`config.mk`:
```
export PLATFORM = sky130hd
export DESIGN_NAME = segment_transition_ctl
export DESIGN_NICKNAME = d
export VERILOG_FILES = /design/src/rtl/segment_transition_ctl_pkg.sv /design/src/rtl/segment_transition_ctl_gpio_trigger_sync.sv /design/src/rtl/segment_transition_ctl.sv
export SDC_FILE = /design/constraint.sdc
export NUM_CORES = 1
export LEC_CHECK = 0
export BUFFER_PORTS_ARGS = -buffer_cell sky130_fd_sc_hd__clkbuf_2
export CORE_MARGIN = 2
export CORE_UTILIZATION = 46
export CTS_BUF_LIST = sky130_fd_sc_hd__clkbuf_2
export CTS_CLUSTER_DIAMETER = 100
export DETAILED_ROUTE_END_ITERATION = 10
export GPL_ROUTABILITY_DRIVEN = 0
export PLACE_DENSITY = 0.79
export SYNTH_ARGS = -nofsm -noshare
export SYNTH_HDL_FRONTEND = slang
export SYNTH_SLANG_ARGS = --single-unit
```
`constraint.sdc`:
```
create_clock -name CLK -period 4.3 [get_ports CLK]
set_clock_uncertainty 0.2 [all_clocks]
set_input_delay 1.075 -clock CLK [delete_from_list [all_inputs] [get_ports CLK]]
set_output_delay 1.075 -clock CLK [all_outputs]
set_load 0.01 [all_outputs]
```
`src/rtl/segment_transition_ctl_pkg.sv`:
```
// Shared types for the segment transition controller.
// Transition modes, controller states and the infinite-repeat marker.
package segment_transition_ctl_pkg;

  typedef enum logic [7:0] {
    TRANSITION_MODE_SYNC_IDX  = 8'h00,
    TRANSITION_MODE_SYS_TIME  = 8'h01,
    TRANSITION_MODE_GPIO      = 8'h02,
    TRANSITION_MODE_EXT       = 8'hF0,
    TRANSITION_MODE_IMMEDIATE = 8'hFF
  } transition_mode_t;

  typedef enum logic [1:0] {
    RUN,
    PENDING,
    STOPPED
  } seg_ctl_state_t;

  localparam logic [63:0] REP_INFINITE = '1;

  typedef struct packed {
    transition_mode_t mode;
    logic [63:0]      value;
  } transition_req_t;

  function automatic logic mode_known(input logic [7:0] m);
    case (m)
      TRANSITION_MODE_SYNC_IDX,
      TRANSITION_MODE_SYS_TIME,
      TRANSITION_MODE_GPIO,
      TRANSITION_MODE_EXT,
      TRANSITION_MODE_IMMEDIATE: mode_known = 1'b1;
      default:                   mode_known = 1'b0;
    endcase
  endfunction

endpackage

```
`src/rtl/segment_transition_ctl_gpio_trigger_sync.sv`:
```
// GPIO trigger synchroniser: two-flop sync per pin plus a
// registered rising-edge pulse (pin to pulse = 3 cycles).
module gpio_trigger_sync #(
  parameter int NUM_GPIO = 4
) (
  input  logic                CLK,
  input  logic                RST_N,
  input  logic [NUM_GPIO-1:0] GPIO_IN,
  output logic [NUM_GPIO-1:0] RISE
);

  logic [NUM_GPIO-1:0] meta_q;
  logic [NUM_GPIO-1:0] sync_q;
  logic [NUM_GPIO-1:0] prev_q;
  logic [NUM_GPIO-1:0] rise_q;

  // Synchronise the pins and register one-cycle rising-edge pulses
  always_ff @(posedge CLK or negedge RST_N) begin
    if (!RST_N) begin
      meta_q <= '0;
      sync_q <= '0;
      prev_q <= '0;
      rise_q <= '0;
    end else begin
      meta_q <= GPIO_IN;
      sync_q <= meta_q;
      prev_q <= sync_q;
      rise_q <= sync_q & ~prev_q;
    end
  end

  assign RISE = rise_q;

endmodule

```
`src/rtl/segment_transition_ctl.sv`:
```
// Segment/index controller for one playback engine.
// SEGMENT_TRANSITION_TIMESTAMP_EN adds the transition timestamp.
module segment_transition_ctl
  import segment_transition_ctl_pkg::*;
#(
  parameter int NUM_SEGMENT = 4,
  parameter int IDX_WIDTH   = 15,
  parameter int REP_WIDTH   = 16,
  parameter int NUM_GPIO    = 4,
  localparam int SEG_W  = (NUM_SEGMENT > 1) ? $clog2(NUM_SEGMENT) : 1,
  localparam int GPIO_W = (NUM_GPIO > 1) ? $clog2(NUM_GPIO) : 1
) (
  input  logic                           CLK,
  input  logic                           RST_N,
  input  logic                           TICK,
  input  logic                           UPDATE_SETTINGS,
  input  logic [SEG_W-1:0]               REQ_SEGMENT,
  input  logic [7:0]                     TRANSITION_MODE,
  input  logic [63:0]                    TRANSITION_VALUE,
  input  logic [NUM_SEGMENT*IDX_WIDTH-1:0] CYCLE,
  input  logic [NUM_SEGMENT*REP_WIDTH-1:0] REP,
  input  logic [63:0]                    SYS_TIME,
  input  logic [NUM_GPIO-1:0]            GPIO_IN,
  output logic [SEG_W-1:0]               SEGMENT,
  output logic [IDX_WIDTH-1:0]           IDX,
  output logic                           STOP,
  output logic                           BUSY,
  output logic                           REQ_ERR,
  output logic [63:0]                    LAST_TRANSITION_TIME
);

  seg_ctl_state_t       state_q, state_d;
  logic [SEG_W-1:0]     seg_q, seg_d;
  logic [SEG_W-1:0]     pseg_q, pseg_d;
  logic [IDX_WIDTH-1:0] idx_q, idx_d, cyc;
  logic [REP_WIDTH-1:0] loop_q, loop_d, rep;
  logic                 stop_q, stop_d;
  logic                 ext_q, ext_d;
  logic                 err_q, err_d;
  transition_req_t      preq_q, preq_d;
  logic [NUM_GPIO-1:0]  rise;
  logic [GPIO_W-1:0]    gsel;
  logic                 at_end, exhaust;
  logic                 trig, fire, req_ok;

  gpio_trigger_sync #(
    .NUM_GPIO(NUM_GPIO)
  ) u_gpio (
    .CLK,
    .RST_N,
    .GPIO_IN,
    .RISE(rise)
  );

  assign cyc  = CYCLE[int'(seg_q)*IDX_WIDTH +: IDX_WIDTH];
  assign rep  = REP[int'(seg_q)*REP_WIDTH +: REP_WIDTH];
  assign gsel = preq_q.value[GPIO_W-1:0];

  // An index past CYCLE (after a CYCLE shrink) counts as the end
  assign at_end  = idx_q >= cyc;
  assign exhaust = at_end
                && (rep != REP_INFINITE[REP_WIDTH-1:0])
                && (loop_q >= rep);
  assign req_ok  = UPDATE_SETTINGS
                && mode_known(TRANSITION_MODE)
                && (int'(REQ_SEGMENT) < NUM_SEGMENT);

  // Trigger condition of the pending request
  always_comb begin
    trig = 1'b0;
    case (preq_q.mode)
      TRANSITION_MODE_SYNC_IDX,
      TRANSITION_MODE_EXT:       trig = TICK && (stop_q || at_end);
      TRANSITION_MODE_SYS_TIME:  trig = SYS_TIME >= preq_q.value;
      TRANSITION_MODE_GPIO:      trig = rise[gsel];
      TRANSITION_MODE_IMMEDIATE: trig = 1'b1;
      default:                   trig = 1'b0;
    endcase
  end

  assign fire = (state_q == PENDING) && trig;

  // Next state: swap, index advance, then request capture
  always_comb begin
    state_d = state_q;
    seg_d   = seg_q;
    idx_d   = idx_q;
    loop_d  = loop_q;
    stop_d  = stop_q;
    ext_d   = ext_q;
    pseg_d  = pseg_q;
    preq_d  = preq_q;
    err_d   = UPDATE_SETTINGS && !req_ok;
    if (fire) begin
      seg_d   = pseg_q;
      idx_d   = '0;
      loop_d  = '0;
      stop_d  = 1'b0;
      ext_d   = (preq_q.mode == TRANSITION_MODE_EXT);
      state_d = RUN;
    end else if (TICK && !stop_q) begin
      if (!at_end) begin
        idx_d = idx_q + 1'b1;
      end else if (!exhaust) begin
        idx_d  = '0;
        loop_d = loop_q + 1'b1;
      end else if (ext_q) begin
        seg_d  = (seg_q == SEG_W'(NUM_SEGMENT - 1))
               ? '0 : seg_q + 1'b1;
        idx_d  = '0;
        loop_d = '0;
      end else begin
        idx_d  = cyc;
        stop_d = 1'b1;
        if (state_q != PENDING) state_d = STOPPED;
      end
    end
    if (req_ok) begin
      pseg_d       = REQ_SEGMENT;
      preq_d.mode  = transition_mode_t'(TRANSITION_MODE);
      preq_d.value = TRANSITION_VALUE;
      state_d      = PENDING;
    end
  end

  // Controller state registers
  always_ff @(posedge CLK or negedge RST_N) begin
    if (!RST_N) begin
      state_q <= RUN;
      seg_q   <= '0;
      idx_q   <= '0;
      loop_q  <= '0;
      stop_q  <= 1'b0;
      ext_q   <= 1'b0;
      err_q   <= 1'b0;
      pseg_q  <= '0;
      preq_q  <= '{mode: TRANSITION_MODE_SYNC_IDX, value: '0};
    end else begin
      state_q <= state_d;
      seg_q   <= seg_d;
      idx_q   <= idx_d;
      loop_q  <= loop_d;
      stop_q  <= stop_d;
      ext_q   <= ext_d;
      err_q   <= err_d;
      pseg_q  <= pseg_d;
      preq_q  <= preq_d;
    end
  end

`ifdef SEGMENT_TRANSITION_TIMESTAMP_EN
  logic        stamp;
  logic [63:0] ts_q;

  assign stamp = fire || (TICK && !stop_q && exhaust && ext_q);

  // Capture system time on every segment change
  always_ff @(posedge CLK or negedge RST_N) begin
    if (!RST_N)     ts_q <= '0;
    else if (stamp) ts_q <= SYS_TIME;
  end

  assign LAST_TRANSITION_TIME = ts_q;
`else
  assign LAST_TRANSITION_TIME = '0;
`endif

  assign SEGMENT = seg_q;
  assign IDX     = idx_q;
  assign STOP    = stop_q;
  assign BUSY    = (state_q == PENDING);
  assign REQ_ERR = err_q;

endmodule
```
==> flow_summary.json <==
{
  "run_status": "complete, no violations",
  "drive_above_1_share": 0.3891,
  "grt_util_all_layers": 0.2249,
  "regArea_um2": 3204,
  "via_per_inst": 5.206,
  "cts_tree": "done",
  "port_buffers": 289,
  "place_area_um2": 10890,
  "fp.dieH_um": 144.9,
  "synthArstFlopShare": 1.000,
  "clk_latency_ps": 680,
  "maxSlewHeadroom": 0.3161,
  "rsz0062_at_grt": "no",
  "final_nets": 1587,
  "critPathMaxStageDelay_ps": 550,
  "grt_max_degree": 78,
  "drtIter0Drc": 371,
  "cp_top_family": "compound AO/OA/AOI/OAI gates",
  "ios": 354,
  "fmax_mhz": 249.6,
  "crit_chain": "buf_4, mux4_2, inv_1, ha_1, a21oi_1, o21ai_0, a21oi_1, o41ai_4, a2111oi_4, a22oi_2, buf_4, or2_0, or4_1, nand2_1",
  "synth_area_per_cell_um2": 10.19,
  "yosys_warnings": 0,
  "first_global_vias": 7559,
  "min_path_type": "reg -> reg",
  "routed-via-count": 7799,
  "post-route-util": 0.5720,
  "remaining_drc_errors": 0,
  "clk_pin_slew_ps": 200,
  "htreeDepth": 4,
  "dr.pass1.iters": 6,
  "grt_first_pass_wirelength_mm": 36.29,
  "layout_commonest_cell": "clkbuf_2",
  "ir_worst_vdd_mv": 0.2335,
  "gr-total-overflow": 0,
  "nFillCells": 1710,
  "p_leak_nw": 5.818,
  "seq_area_frac_synth": 0.3510,
  "synth_area_um2": 9126,
  "routed_wl_mm": 24.02,
  "cts_buffers": 17,
  "hpwl_mm": 19.67,
  "power.density_nw_per_um2": 398.4,
  "worst_pin_slew_ps": 1026,
  "final_cell_mix": "clkbuf_2, dfrtp_1, inv_1",
  "start_util": 0.4689,
  "synthFlopType": "dfrtp_1",
  "p_total_mw": 4.436,
  "clock-sinks": 128,
  "num_rows": 51,
  "dieWidth_um": 144.9,
  "worst-setup-path-type": "reg -> reg",
  "dp.cells": 1463,
  "cp.required_ps": 4740,
  "ant_nets": 0,
  "setup_tns_ps": 0,
  "ys_ff_latch": 128,
  "clockRootBuffer": "clkbuf_2",
  "synth_top_area_frac": 0.3510,
  "critPathLaunchType": "flip-flop",
  "cp_max_fo": 11,
  "maxSlewViolCount": 0,
  "die_area_um2": 20980,
  "arrival_ps": 4440,
  "cts_repair_resize_count": 0,
  "post-place-ws_ps": -156.0,
  "finalHoldViolCount": 0,
  "timing.hold.ws_ps": 173.0,
  "core_um2": 19460,
  "timing.final.crit_period_ps": 4007,
  "antenna_found_initial": 2,
  "setup.worst_path.end_class": "flip-flop",
  "synth_edf_count": 0,
  "maxCapViolations": 0,
  "cts.path.max_buffers": 2,
  "worst_slack_ps": 293.4,
  "syn_inst": 896,
  "synthDistinctLibCells": 52,
  "fin_area_um2": 11130,
  "syn2layout_area_growth_pct": 21.99,
  "fin_crit_sh": 0.9318,
  "routedWlPerCell_um": 16.04,
  "multi_input_area_um2": 5181,
  "ctsHoldBuffers": 0,
  "slowest_stage": "mux4_2",
  "post_cts_buffers": 0,
  "synth_top_area_cell": "dfrtp_1",
  "setup_viol": 0,
  "synth.top_cells.by_area": "dfrtp_1, ha_1, mux2_2",
  "crit_buf_inv": 3,
  "instances_no_fill": 1498
}
[per-layer routing]
metal  track usage  routed length, um  vias up
met5             0                  0        -
met4       0.09504                737        0
met3       0.06713               2118       46
met2        0.4049              12170      337
met1        0.2455               8993     3652
li1              -                  -     3764
[registers in the layout (all words and copies together), names as in the netlist]
register       flops
preq_q            70
loop_q            16
IDX               15
u_gpio.RISE        4
u_gpio.meta_q      4
u_gpio.prev_q      4
u_gpio.sync_q      4
SEGMENT            2
gsel               2
pseg_q             2
state_q            2
REQ_ERR            1
STOP               1
ext_q              1
[cell families after synthesis]
group | synth area share
other | 0.0004109
multiplexers | 0.1751
AO/OA/AOI/OAI | 0.1090
adder cells (fa/ha/maj) | 0.1344
XOR/XNOR | 0.007678
AND/OR/NAND/NOR | 0.1139
flip-flops | 0.3510
buffers and inverters | 0.1086
[synthesized netlist by cell type, types with 20 or more instances]
cell     number
mux2_2       77
o21ai_0      32
nand4_1      31
nor2_1       41
mux4_2       32
buf_4        66
nor3_1       20
inv_1       105
ha_1         98
nand2_1      40
a21oi_1      60
dfrtp_1     128
[power breakdown]
group / internal [mW] / total, mW / switching [mW]
Clock: 0.261 / 0.735 / 0.474
Sequential: 1.44 / 1.66 / 0.222
Combinational: 0.990 / 2.04 / 1.05
Total: 2.69 / 4.44 / 1.75
[path summary, 6_finish.rpt]
| path | slack (ps) | start | to | cells after the start |
|---|---|---|---|---|
| setup / recovery | 290 | SEGMENT[0]$_DFFE_PN0P_ | loop_q[5]$_DFFE_PN0P_ | 14 |
| hold / removal | 170 | u_gpio.meta_q[2]$_DFF_PN0_ | u_gpio.sync_q[2]$_DFF_PN0_ | 0 |
| setup reg to reg | 290 | SEGMENT[0]$_DFFE_PN0P_ | loop_q[5]$_DFFE_PN0P_ | 14 |
| hold reg to reg | 170 | u_gpio.meta_q[2]$_DFF_PN0_ | u_gpio.sync_q[2]$_DFF_PN0_ | 0 |
| max in group asynchronous | 2820 | RST_N | u_gpio.RISE[2]$_DFF_PN0_ | 2 |
| min in group asynchronous | 210 | RST_N | preq_q[17]$_DFFE_PN0P_ | 1 |
[cell type report]
cell class                 instances  area share
clock inverter                    14     0.01281
clock buffer                      17    0.007642
tap                              265     0.02978
sequential                       128      0.2878
timing repair buffer             331      0.1607
antenna                            2   0.0004495
inverter                         105     0.03540
multi-input combinational        636      0.4654
[worst reg2reg max path, cell delays in order (launching register included)]
cell and delay, ps:
dfrtp_2 490, buf_4 250, mux4_2 560, inv_1 80, ha_1 250, a21oi_1 150
o21ai_0 90, a21oi_1 290, o41ai_4 190, a2111oi_4 330, a22oi_2 140, buf_4 160
or2_0 200, or4_1 500, nand2_1 80
Note: power is estimated with default switching activity, not from simulation.
